$ cat src/rtl/hr_pkg.sv
// Shared constants and elaboration-time helpers for the heart-rate measurement path.
// Window length and rate scaling are derived here so every block agrees on them.
package hr_pkg;

  localparam int unsigned CLK_HZ_DEF  = 100_000_000;
  localparam int unsigned BPM_MAX_DEF = 180;

  // Bit width needed to hold values 0..v-1, never less than 1.
  function automatic int unsigned clog2(input longint unsigned v);
    int unsigned r;
    r = 0;
    while ((64'd1 << r) < v) r++;
    return (r == 0) ? 1 : r;
  endfunction

  function automatic longint unsigned window_ticks(input longint unsigned clk_hz,
                                                   input int unsigned window_s);
    return clk_hz * longint'(window_s);
  endfunction

  // Factor that turns beats-per-window into beats-per-minute.
  function automatic int unsigned window_mult(input int unsigned window_s);
    return 60 / window_s;
  endfunction

endpackage

$ cat src/rtl/pulse_conditioner.sv
// Sensor pulse front end: two-flop synchronizer, stability debounce and a
// single-cycle strobe on each accepted rising edge.
module pulse_conditioner
  import hr_pkg::*;
#(
  parameter int unsigned DEBOUNCE_CYC = 1_000_000
) (
  input  logic clk,
  input  logic rst,
  input  logic pulse_in,
  output logic level,
  output logic beat
);

  localparam int unsigned CW = clog2(DEBOUNCE_CYC);

  logic          sync1_reg;
  logic          sync2_reg;
  logic          level_reg;
  logic          level_d_reg;
  logic          beat_reg;
  logic [CW-1:0] stable_cnt_reg;

  always_ff @(posedge clk) begin
    if (rst) begin
      sync1_reg <= 1'b0;
      sync2_reg <= 1'b0;
    end else begin
      sync1_reg <= pulse_in;
      sync2_reg <= sync1_reg;
    end
  end

  // Count consecutive samples that disagree with the accepted level; a sample
  // that agrees again means the change was a glitch, so the run starts over.
  always_ff @(posedge clk) begin
    if (rst) begin
      level_reg      <= 1'b0;
      stable_cnt_reg <= '0;
    end else if (sync2_reg == level_reg) begin
      stable_cnt_reg <= '0;
    end else if (stable_cnt_reg == CW'(DEBOUNCE_CYC - 1)) begin
      level_reg      <= sync2_reg;
      stable_cnt_reg <= '0;
    end else begin
      stable_cnt_reg <= stable_cnt_reg + 1'b1;
    end
  end

  always_ff @(posedge clk) begin
    if (rst) begin
      level_d_reg <= 1'b0;
      beat_reg    <= 1'b0;
    end else begin
      level_d_reg <= level_reg;
      beat_reg    <= level_reg & ~level_d_reg;
    end
  end

  assign level = level_reg;
  assign beat  = beat_reg;

endmodule

$ cat src/rtl/beat_counter.sv
// Heart-rate measurement datapath: window timer, saturating beat counter,
// BPM scaling with sticky over-rate flag, and capture register for the display.
module beat_counter
  import hr_pkg::*;
#(
  parameter int unsigned CLK_HZ       = CLK_HZ_DEF,
  parameter int unsigned WINDOW_S     = 60,
  parameter int unsigned CNT_W        = 8,
  parameter int unsigned BPM_MAX      = BPM_MAX_DEF,
  parameter int unsigned DEBOUNCE_CYC = 1_000_000
) (
  input  logic             clk,
  input  logic             rst,
  input  logic             pulse_in,
  input  logic             en_count,
  input  logic             clear,
  input  logic             en_cap,
  output logic             end_count,
  output logic             overflow,
  output logic [CNT_W-1:0] bpm,
  output logic             bpm_valid,
  output logic             beat
);

  localparam longint unsigned TICKS = window_ticks(CLK_HZ, WINDOW_S);
  localparam int unsigned     TW    = clog2(TICKS);
  localparam int unsigned     MULT  = window_mult(WINDOW_S);
  localparam int unsigned     SW    = CNT_W + 6;

  logic             beat_int;
  logic [TW-1:0]    timer_reg;
  logic             window_done_reg;
  logic             end_count_reg;
  logic [CNT_W-1:0] count_reg;
  logic             overflow_reg;
  logic [CNT_W-1:0] bpm_reg;
  logic             bpm_valid_reg;

  logic             counting;
  logic             last_tick;
  logic [SW-1:0]    scaled;
  logic [CNT_W-1:0] scaled_sat;

  pulse_conditioner #(
    .DEBOUNCE_CYC(DEBOUNCE_CYC)
  ) u_cond (
    .clk     (clk),
    .rst     (rst),
    .pulse_in(pulse_in),
    .level   (),
    .beat    (beat_int)
  );

  assign counting   = en_count & ~window_done_reg;
  assign last_tick  = counting && (timer_reg == TW'(TICKS - 1));
  assign scaled     = SW'(count_reg) * SW'(MULT);
  assign scaled_sat = (scaled > SW'({CNT_W{1'b1}})) ? {CNT_W{1'b1}} : scaled[CNT_W-1:0];

  // Capture sits outside the clear branch so a simultaneous clear still
  // captures the count as it stood before being zeroed.
  always_ff @(posedge clk) begin
    if (rst) begin
      bpm_reg       <= '0;
      bpm_valid_reg <= 1'b0;
    end else if (en_cap) begin
      bpm_reg       <= scaled_sat;
      bpm_valid_reg <= 1'b1;
    end
  end

  always_ff @(posedge clk) begin
    if (rst) begin
      timer_reg       <= '0;
      window_done_reg <= 1'b0;
      end_count_reg   <= 1'b0;
      count_reg       <= '0;
      overflow_reg    <= 1'b0;
    end else if (clear) begin
      timer_reg       <= '0;
      window_done_reg <= 1'b0;
      end_count_reg   <= 1'b0;
      count_reg       <= '0;
      overflow_reg    <= 1'b0;
    end else begin
      end_count_reg <= last_tick;
      if (counting && !last_tick) timer_reg <= timer_reg + 1'b1;
      if (last_tick) window_done_reg <= 1'b1;
      if (counting && beat_int && (count_reg != {CNT_W{1'b1}})) count_reg <= count_reg + 1'b1;
      if (scaled > SW'(BPM_MAX)) overflow_reg <= 1'b1;
    end
  end

  assign end_count = end_count_reg;
  assign overflow  = overflow_reg;
  assign bpm       = bpm_reg;
  assign bpm_valid = bpm_valid_reg;
  assign beat      = beat_int;

endmodule

$ cat config.mk
export PLATFORM = sky130hd
export DESIGN_NAME = beat_counter
export DESIGN_NICKNAME = d
export VERILOG_FILES = /design/src/rtl/hr_pkg.sv /design/src/rtl/pulse_conditioner.sv /design/src/rtl/beat_counter.sv
export SDC_FILE = /design/constraint.sdc
export NUM_CORES = 1
export LEC_CHECK = 0
export ABC_AREA = 1
export CORE_UTILIZATION = 55
export CTS_BUF_LIST = sky130_fd_sc_hd__clkbuf_4 sky130_fd_sc_hd__clkbuf_8
export DETAILED_ROUTE_END_ITERATION = 7
export HOLD_SLACK_MARGIN = 0.03
export PLACE_DENSITY = 0.74
export SLEW_MARGIN = 40
export SYNTH_ARGS = -nofsm -noshare
export SYNTH_HDL_FRONTEND = slang
export SYNTH_SLANG_ARGS = --single-unit
$ cat constraint.sdc
create_clock -name clk -period 2.08 [get_ports clk]
set_input_delay 0.416 -clock clk [delete_from_list [all_inputs] [get_ports clk]]
set_output_delay 0.416 -clock clk [all_outputs]
set_load 0.01 [all_outputs]
==> results of run 1 <==
-- stage by stage --
stage	std cells	total power [mW]	setup WS [ns]
after global placement	731	1.65	0.143
after detailed placement	731	1.66	0.101
after CTS	747	2.83	0.284
final	747	2.80	0.258
after global routing	747	2.90	0.0779
after floorplan	617	1.60	0.612
-- power breakdown --
group | leakage [nW] | internal, mW | switching (mW)
sequential | 0.631 | 1.50 | 0.00690
clock | 0.0968 | 0.569 | 0.613
combinational | 0.861 | 0.0507 | 0.0592
-- cell type report --
class | instances | area (µm²) | area share
inverter | 71 | 267 | 0.0585
clock buffer | 9 | 124 | 0.0272
tap | 96 | 120 | 0.0264
multi-input combinational | 456 | 2110 | 0.463
timing repair buffer | 30 | 293 | 0.0643
clock inverter | 7 | 80.1 | 0.0176
sequential | 78 | 1560 | 0.343
-- layer usage --
layer / vias up / global-route usage / wire length [µm]
met2: 122 / 0.402 / 4080
met3: 13 / 0.0521 / 594
met5: - / 0 / 0
li1: 2060 / - / -
met1: 1759 / 0.371 / 4470
met4: 0 / 0.0820 / 142
-- cells in the final DEF (no fill, tap or decap), types with 3 or more instances in the layout --
cell,n
inv_6,3
a21oi_1,48
nand3b_1,3
ha_1,4
nor3_1,26
nand3_1,52
xnor2_1,3
clkdlybuf4s50_1,17
inv_1,70
nand2_1,139
a21oi_2,9
clkbuf_8,9
buf_4,11
nor3b_1,4
nor2_2,3
o21ai_0,18
nand4_1,18
nor2_1,119
dfxtp_1,78
-- worst paths after layout --
path / startpoint / to / slack, ns / cells after the start
max: timer_reg[0]$_SDFFE_PP0P_ / timer_reg[22]$_SDFFE_PP0P_ / 0.26 / 9
min: u_cond.level_d_reg$_SDFF_PP0_ / u_cond.beat$_SDFF_PP0_ / 0.40 / 1
max reg2reg: timer_reg[0]$_SDFFE_PP0P_ / timer_reg[22]$_SDFFE_PP0P_ / 0.26 / 9
min reg2reg: u_cond.level_d_reg$_SDFF_PP0_ / u_cond.beat$_SDFF_PP0_ / 0.40 / 1
-- cells by family (layout without fill, tap and decap cells) --
kind of cell,count (synthesis),count (layout),share of synthesized area
AOI/OAI and AO/OA,78,78,0.108
xor gates and xnor gates,5,5,0.0109
adders and majority gates,4,4,0.0125
buffers and inverters,83,117,0.0844
DFF,78,78,0.390
and+or+nand+nor,369,369,0.395
-- worst max-delay path, delay by kind of cell, from the launching register on --
family                     cells  cell delay, ns
AOI/OAI and AO/OA              1            0.15
adders and majority gates      1            0.18
buffers and inverters          2            0.30
DFF                            1            0.39
and+or+nand+nor                5            0.67
==> impl_metrics.py, run 1 <==
metrics = {
    "timing": {
        "slew_viol_final": 0,
        "finalCritPeriodShare": 0.876,
        "worst_pin_slew_ns": 0.530,
        "fin_crit_ns": 1.82,
        "finalHoldViolCount": 0,
        "max_slew_margin": 0.646,
        "max_freq_mhz": 549,
        "finalSetupViolations": 0,
        "whs_ns": 0.397,
        "rsz0062_at_grt": "no",
        "final.setup_skew_ns": 0.0143,
        "tns_ns": 0,
    },
    "worst_setup_path": {
        "cp_slowest_cell": "dfxtp_1",
        "path_class": "flip-flop to flip-flop",
        "path_common_cell": "nor2_1",
        "cpPeakStageDelay_ns": 0.39,
        "cp-end-kind": "flip-flop",
        "crit_arrival_ns": 2.08,
        "start_kind": "flip-flop",
        "critPathRequiredTime_ns": 2.34,
        "worstPathCellList": "ha_1 > inv_1 > nor2_1 > nand3b_1 > nor2_1 > nand2_1 > buf_12 > a21oi_1 > nor2_1",
        "crit_fanout": 35,
    },
    "pwr": {
        "ir_drop_uv": 468,
        "p_per_area_nw_per_um2": 616,
        "leakage_nw": 1.59,
    },
    "place": {
        "gp_congestion": 0.970,
        "dpl_cell_area_um2": 4350,
        "portBuffers": 17,
        "hpwl_um": 6910,
    },
    "yosys": {
        "synth_warnings": 0,
        "synth_area_leader_cell": "dfxtp_1",
        "syn_area_per_cell_um2": 6.49,
        "synth_nets": 627,
        "synth_ff_type": "dfxtp_1",
        "synthCells": 617,
        "synth_cell_types": 29,
        "synthMostInstantiatedCell": "nand2_1",
        "synth_top_area_share": 0.390,
        "ys_top_cells_by_area": "dfxtp_1 (39%), nand2_1 (13%), nor2_1 (11%)",
        "synth_commonest_cells": "nand2_1 (139), nor2_1 (120), dfxtp_1 (78)",
        "ys_ff_latch": 78,
        "synth-edff-count": 0,
        "syn_area_um2": 4000,
        "ys_seq_area_frac": 0.390,
        "synthArstFlopShare": 0,
    },
    "route": {
        "wl_per_cell_um": 12.4,
        "vias": 3954,
        "first_pass_iters": 5,
        "drc_errors": 0,
        "antenna_left": 0,
        "vias_per_cell": 5.29,
        "drt_iter0_drc": 262,
        "routed_wirelength_um": 9280,
    },
    "cts": {
        "postCtsHoldBufs": 0,
        "clock_sinks": 78,
        "cts_tree": "done",
        "cts_buffer_depth": 2,
        "h-tree-depth": 3,
        "cts_setup_buffers": 0,
        "postCtsResizedCells": 0,
        "clock_latency_ns": 0.36,
        "clk_pin_slew_worst_paths_ns": 0.09,
        "numCtsBuffers": 9,
        "clockRootBuffer": "clkbuf_8",
    },
    "global_route": {
        "grt_start_max_net_pins": 36,
        "grt_pass1_wl_um": 15600,
        "grtUsageTotal": 0.263,
        "grt_overflow_total": 0,
        "antenna_found_initial": 0,
        "grt_pass1_vias": 3415,
    },
    "die": {
        "core.rowCount": 30,
        "core_um2": 6910,
        "die_h_um": 87.3,
        "start_util": 0.580,
        "die_x_um": 87.3,
        "num_io_pins": 18,
        "dieArea_um2": 7620,
    },
    "final_layout": {
        "largest_reg_flops": 33,
        "area_growth_pct": 13.7,
        "fin_util": 0.659,
        "drive_above_1_share": 0.0722,
        "num_antenna_cells": 0,
        "fin_nets": 656,
        "fillerInstances": 652,
        "final_area_um2": 4550,
    },
    "run_status": {
        "status": "finished clean",
    },
    "flow_run": {
        "drv_cap": 0,
    },
    "worst_hold_path": {
        "hp-class": "flip-flop to flip-flop",
    },
}
Power figures use the tool's default switching activity.
==> run 2: changes to the inputs <==
--- a/config.mk
+++ b/config.mk
@@ -6,11 +6,13 @@
 export NUM_CORES = 1
 export LEC_CHECK = 0
 export ABC_AREA = 1
+export CORE_MARGIN = 3
 export CORE_UTILIZATION = 55
 export CTS_BUF_LIST = sky130_fd_sc_hd__clkbuf_4 sky130_fd_sc_hd__clkbuf_8
 export DETAILED_ROUTE_END_ITERATION = 7
 export HOLD_SLACK_MARGIN = 0.03
-export PLACE_DENSITY = 0.74
+export PLACE_DENSITY = 0.76
+export SETUP_SLACK_MARGIN = 0.2
 export SLEW_MARGIN = 40
 export SYNTH_ARGS = -nofsm -noshare
 export SYNTH_HDL_FRONTEND = slang
==> constraint.sdc (replaced) <==
create_clock -name clk -period 1.6 [get_ports clk]
set_input_delay 0.32 -clock clk [delete_from_list [all_inputs] [get_ports clk]]
set_output_delay 0.32 -clock clk [all_outputs]
set_load 0.01 [all_outputs]
==> impl_metrics.py, run 2 (synthesized netlist as in run 1, its figures left out) <==
metrics = {
    "route": {
        "wl_per_cell_um": 19.9,
        "antenna_left": 0,
        "vias_per_cell": 6.32,
        "drc_errors": 0,
        "first_pass_iters": 6,
        "vias": 5141,
        "routed_wirelength_um": 16200,
        "drt_iter0_drc": 775,
    },
    "final_layout": {
        "final_common_cell": "nand2_1",
        "drive_above_1_share": 0.370,
        "largest_reg_flops": 33,
        "final_cell_mix": "nand2_1 (118), nor2_1 (84), inv_1 (63)",
        "fillerInstances": 374,
        "final_area_um2": 5940,
        "final_cells": 813,
        "fin_nets": 722,
        "num_antenna_cells": 0,
        "area_growth_pct": 48.3,
    },
    "die": {
        "core_um2": 6940,
        "num_io_pins": 18,
        "start_util": 0.577,
        "die_x_um": 91.3,
        "core.rowCount": 30,
        "dieArea_um2": 8340,
        "die_h_um": 91.3,
    },
    "pwr": {
        "ir_drop_uv": 539,
        "swShare": 0.270,
        "seq_power_share": 0.534,
        "p_switching_uw": 988,
        "intPower_mw": 2.67,
        "clkPwrFrac": 0.411,
        "p_per_area_nw_per_um2": 616,
        "combPwrFrac": 0.055,
        "leakage_nw": 2.21,
    },
    "worst_setup_path": {
        "path_common_cell": "nand3_1",
        "reg2reg_depth": 8,
        "crit_arrival_ns": 2.09,
        "path_class": "flip-flop to flip-flop",
        "cp-end-kind": "flip-flop",
        "worstPathCellList": "ha_4 > nand3_1 > nor2_2 > nand2_2 > inv_2 > nand3_1 > o21ai_0 > a21oi_1",
        "start_kind": "flip-flop",
        "r2r_start": "timer_reg[1]$_SDFFE_PP0P_",
        "cp_slowest_cell": "dfxtp_2",
        "crit_fanout": 4,
        "reg2reg_slack_ns": -0.22,
        "critPathRequiredTime_ns": 1.86,
        "cpPeakStageDelay_ns": 0.37,
        "r2r-end": "timer_reg[28]$_SDFFE_PP0P_",
    },
    "worst_hold_path": {
        "hold_path_end": "u_cond.beat$_SDFF_PP0_",
        "hold_depth": 1,
        "hp-class": "flip-flop to flip-flop",
        "min-delay-start": "u_cond.level_d_reg$_SDFF_PP0_",
    },
    "cts": {
        "clockRootBuffer": "clkbuf_8",
        "clk_pin_slew_worst_paths_ns": 0.10,
        "clock_sinks": 78,
        "cts_buffer_depth": 2,
        "cts_tree": "done",
        "h-tree-depth": 3,
        "numCtsBuffers": 9,
        "clock_latency_ns": 0.38,
    },
    "run_status": {
        "violations": "negative setup slack",
        "status": "finished, violations left",
    },
    "timing": {
        "finalCritPeriodShare": 1.14,
        "max_freq_mhz": 549,
        "max_slew_margin": 0.691,
        "finalHoldViolCount": 0,
        "final.setup_skew_ns": 0.0141,
        "fin_crit_ns": 1.82,
        "rsz0062_at_grt": "yes",
        "worst_pin_slew_ns": 0.462,
        "finalSetupViolations": 36,
        "finalWorstSetupSlack_ns": -0.223,
        "slew_viol_final": 0,
    },
    "place": {
        "dp_cells": 756,
        "portBuffers": 17,
        "gp_congestion": 1.02,
        "hpwl_um": 7200,
        "dpl_cell_area_um2": 4590,
    },
    "global_route": {
        "grt_overflow_total": 0,
        "antenna_found_initial": 0,
        "grtUsageTotal": 0.277,
        "grt_pass1_vias": 4194,
        "grt_pass1_wl_um": 19000,
        "grt_start_max_net_pins": 25,
    },
    "flow_run": {
        "drv_cap": 0,
    },
}
==> run 2: worst max-delay path by stage <==
stage / slack (ns) / startpoint / to / depth (start not counted)
final: -0.22 / timer_reg[1]$_SDFFE_PP0P_ / timer_reg[28]$_SDFFE_PP0P_ / 8
after floorplan: 0.21 / timer_reg[1]$_SDFFE_PP0P_ / timer_reg[20]$_SDFFE_PP0P_ / 8
after global placement: -0.21 / en_count / timer_reg[26]$_SDFFE_PP0P_ / 9
after CTS: 0.03 / timer_reg[0]$_SDFFE_PP0P_ / timer_reg[21]$_SDFFE_PP0P_ / 9
after detailed placement: -0.28 / en_count / timer_reg[28]$_SDFFE_PP0P_ / 8
after global routing: -0.35 / timer_reg[1]$_SDFFE_PP0P_ / timer_reg[4]$_SDFFE_PP0P_ / 11
==> run 2: worst max-delay path: cells and delay by family (launching register included) <==
kind	cells	cell delay, ns
fa+ha+maj	1	0.15
simple gates	4	0.78
compound gates	2	0.27
flops	1	0.37
buf+inv	1	0.15
==> run 2: stage by stage <==
stage / util / setup TNS, ns / setup WS [ns] / hold slack, ns / total power, mW
final: 0.855 / -2.98 / -0.223 / 0.400 / 3.66
after global routing: 0.855 / -5.21 / -0.348 / 0.421 / 3.75
after CTS: 0.756 / 0 / 0.0285 / 0.404 / 3.61
after detailed placement: 0.661 / -5.64 / -0.276 / 0.387 / 2.17
after global placement: 0.661 / -4.07 / -0.208 / 0.380 / 2.17
after floorplan: - / 0 / 0.208 / 0.373 / 2.09
==> run 2: layout make-up <==
| type | count | area, µm² | share of cell area |
|---|---|---|---|
| multi-input combinational | 456 | 2720 | 0.458 |
| sequential | 78 | 1620 | 0.272 |
| timing repair buffer | 96 | 1010 | 0.171 |
| inverter | 71 | 277 | 0.0466 |
| clock buffer | 10 | 138 | 0.0232 |
| tap | 96 | 120 | 0.0202 |
| clock inverter | 6 | 52.6 | 0.00885 |
==> run 2: per-layer routing <==
layer  wire (µm)  global-route usage
met5           0                   0
met4        1500              0.0942
met3        1860              0.0679
met2        7200               0.464
met1        5650               0.348
==> run 2: repair_timing <==
action                                 in CTS  in global routing
pin swaps                                  21                 51
resized for setup                          81                138
buffers inserted                           22                  9
hold buffers                                0                  0
gates cloned                                4                  6
setup endpoints to repair                  73                 64
endpoints found under the hold margin       0                  0
==> run 2: power by group through the flow <==
stage | logic (mW) | registers (mW) | clock network (mW)
2_1_floorplan | 0.0720 | 2.02 | 0
3_5_place_dp | 0.161 | 2.01 | 0
4_1_cts | 0.170 | 1.97 | 1.47
6_report | 0.203 | 1.95 | 1.50
3_3_place_gp | 0.157 | 2.01 | 0
5_1_grt | 0.217 | 1.96 | 1.57
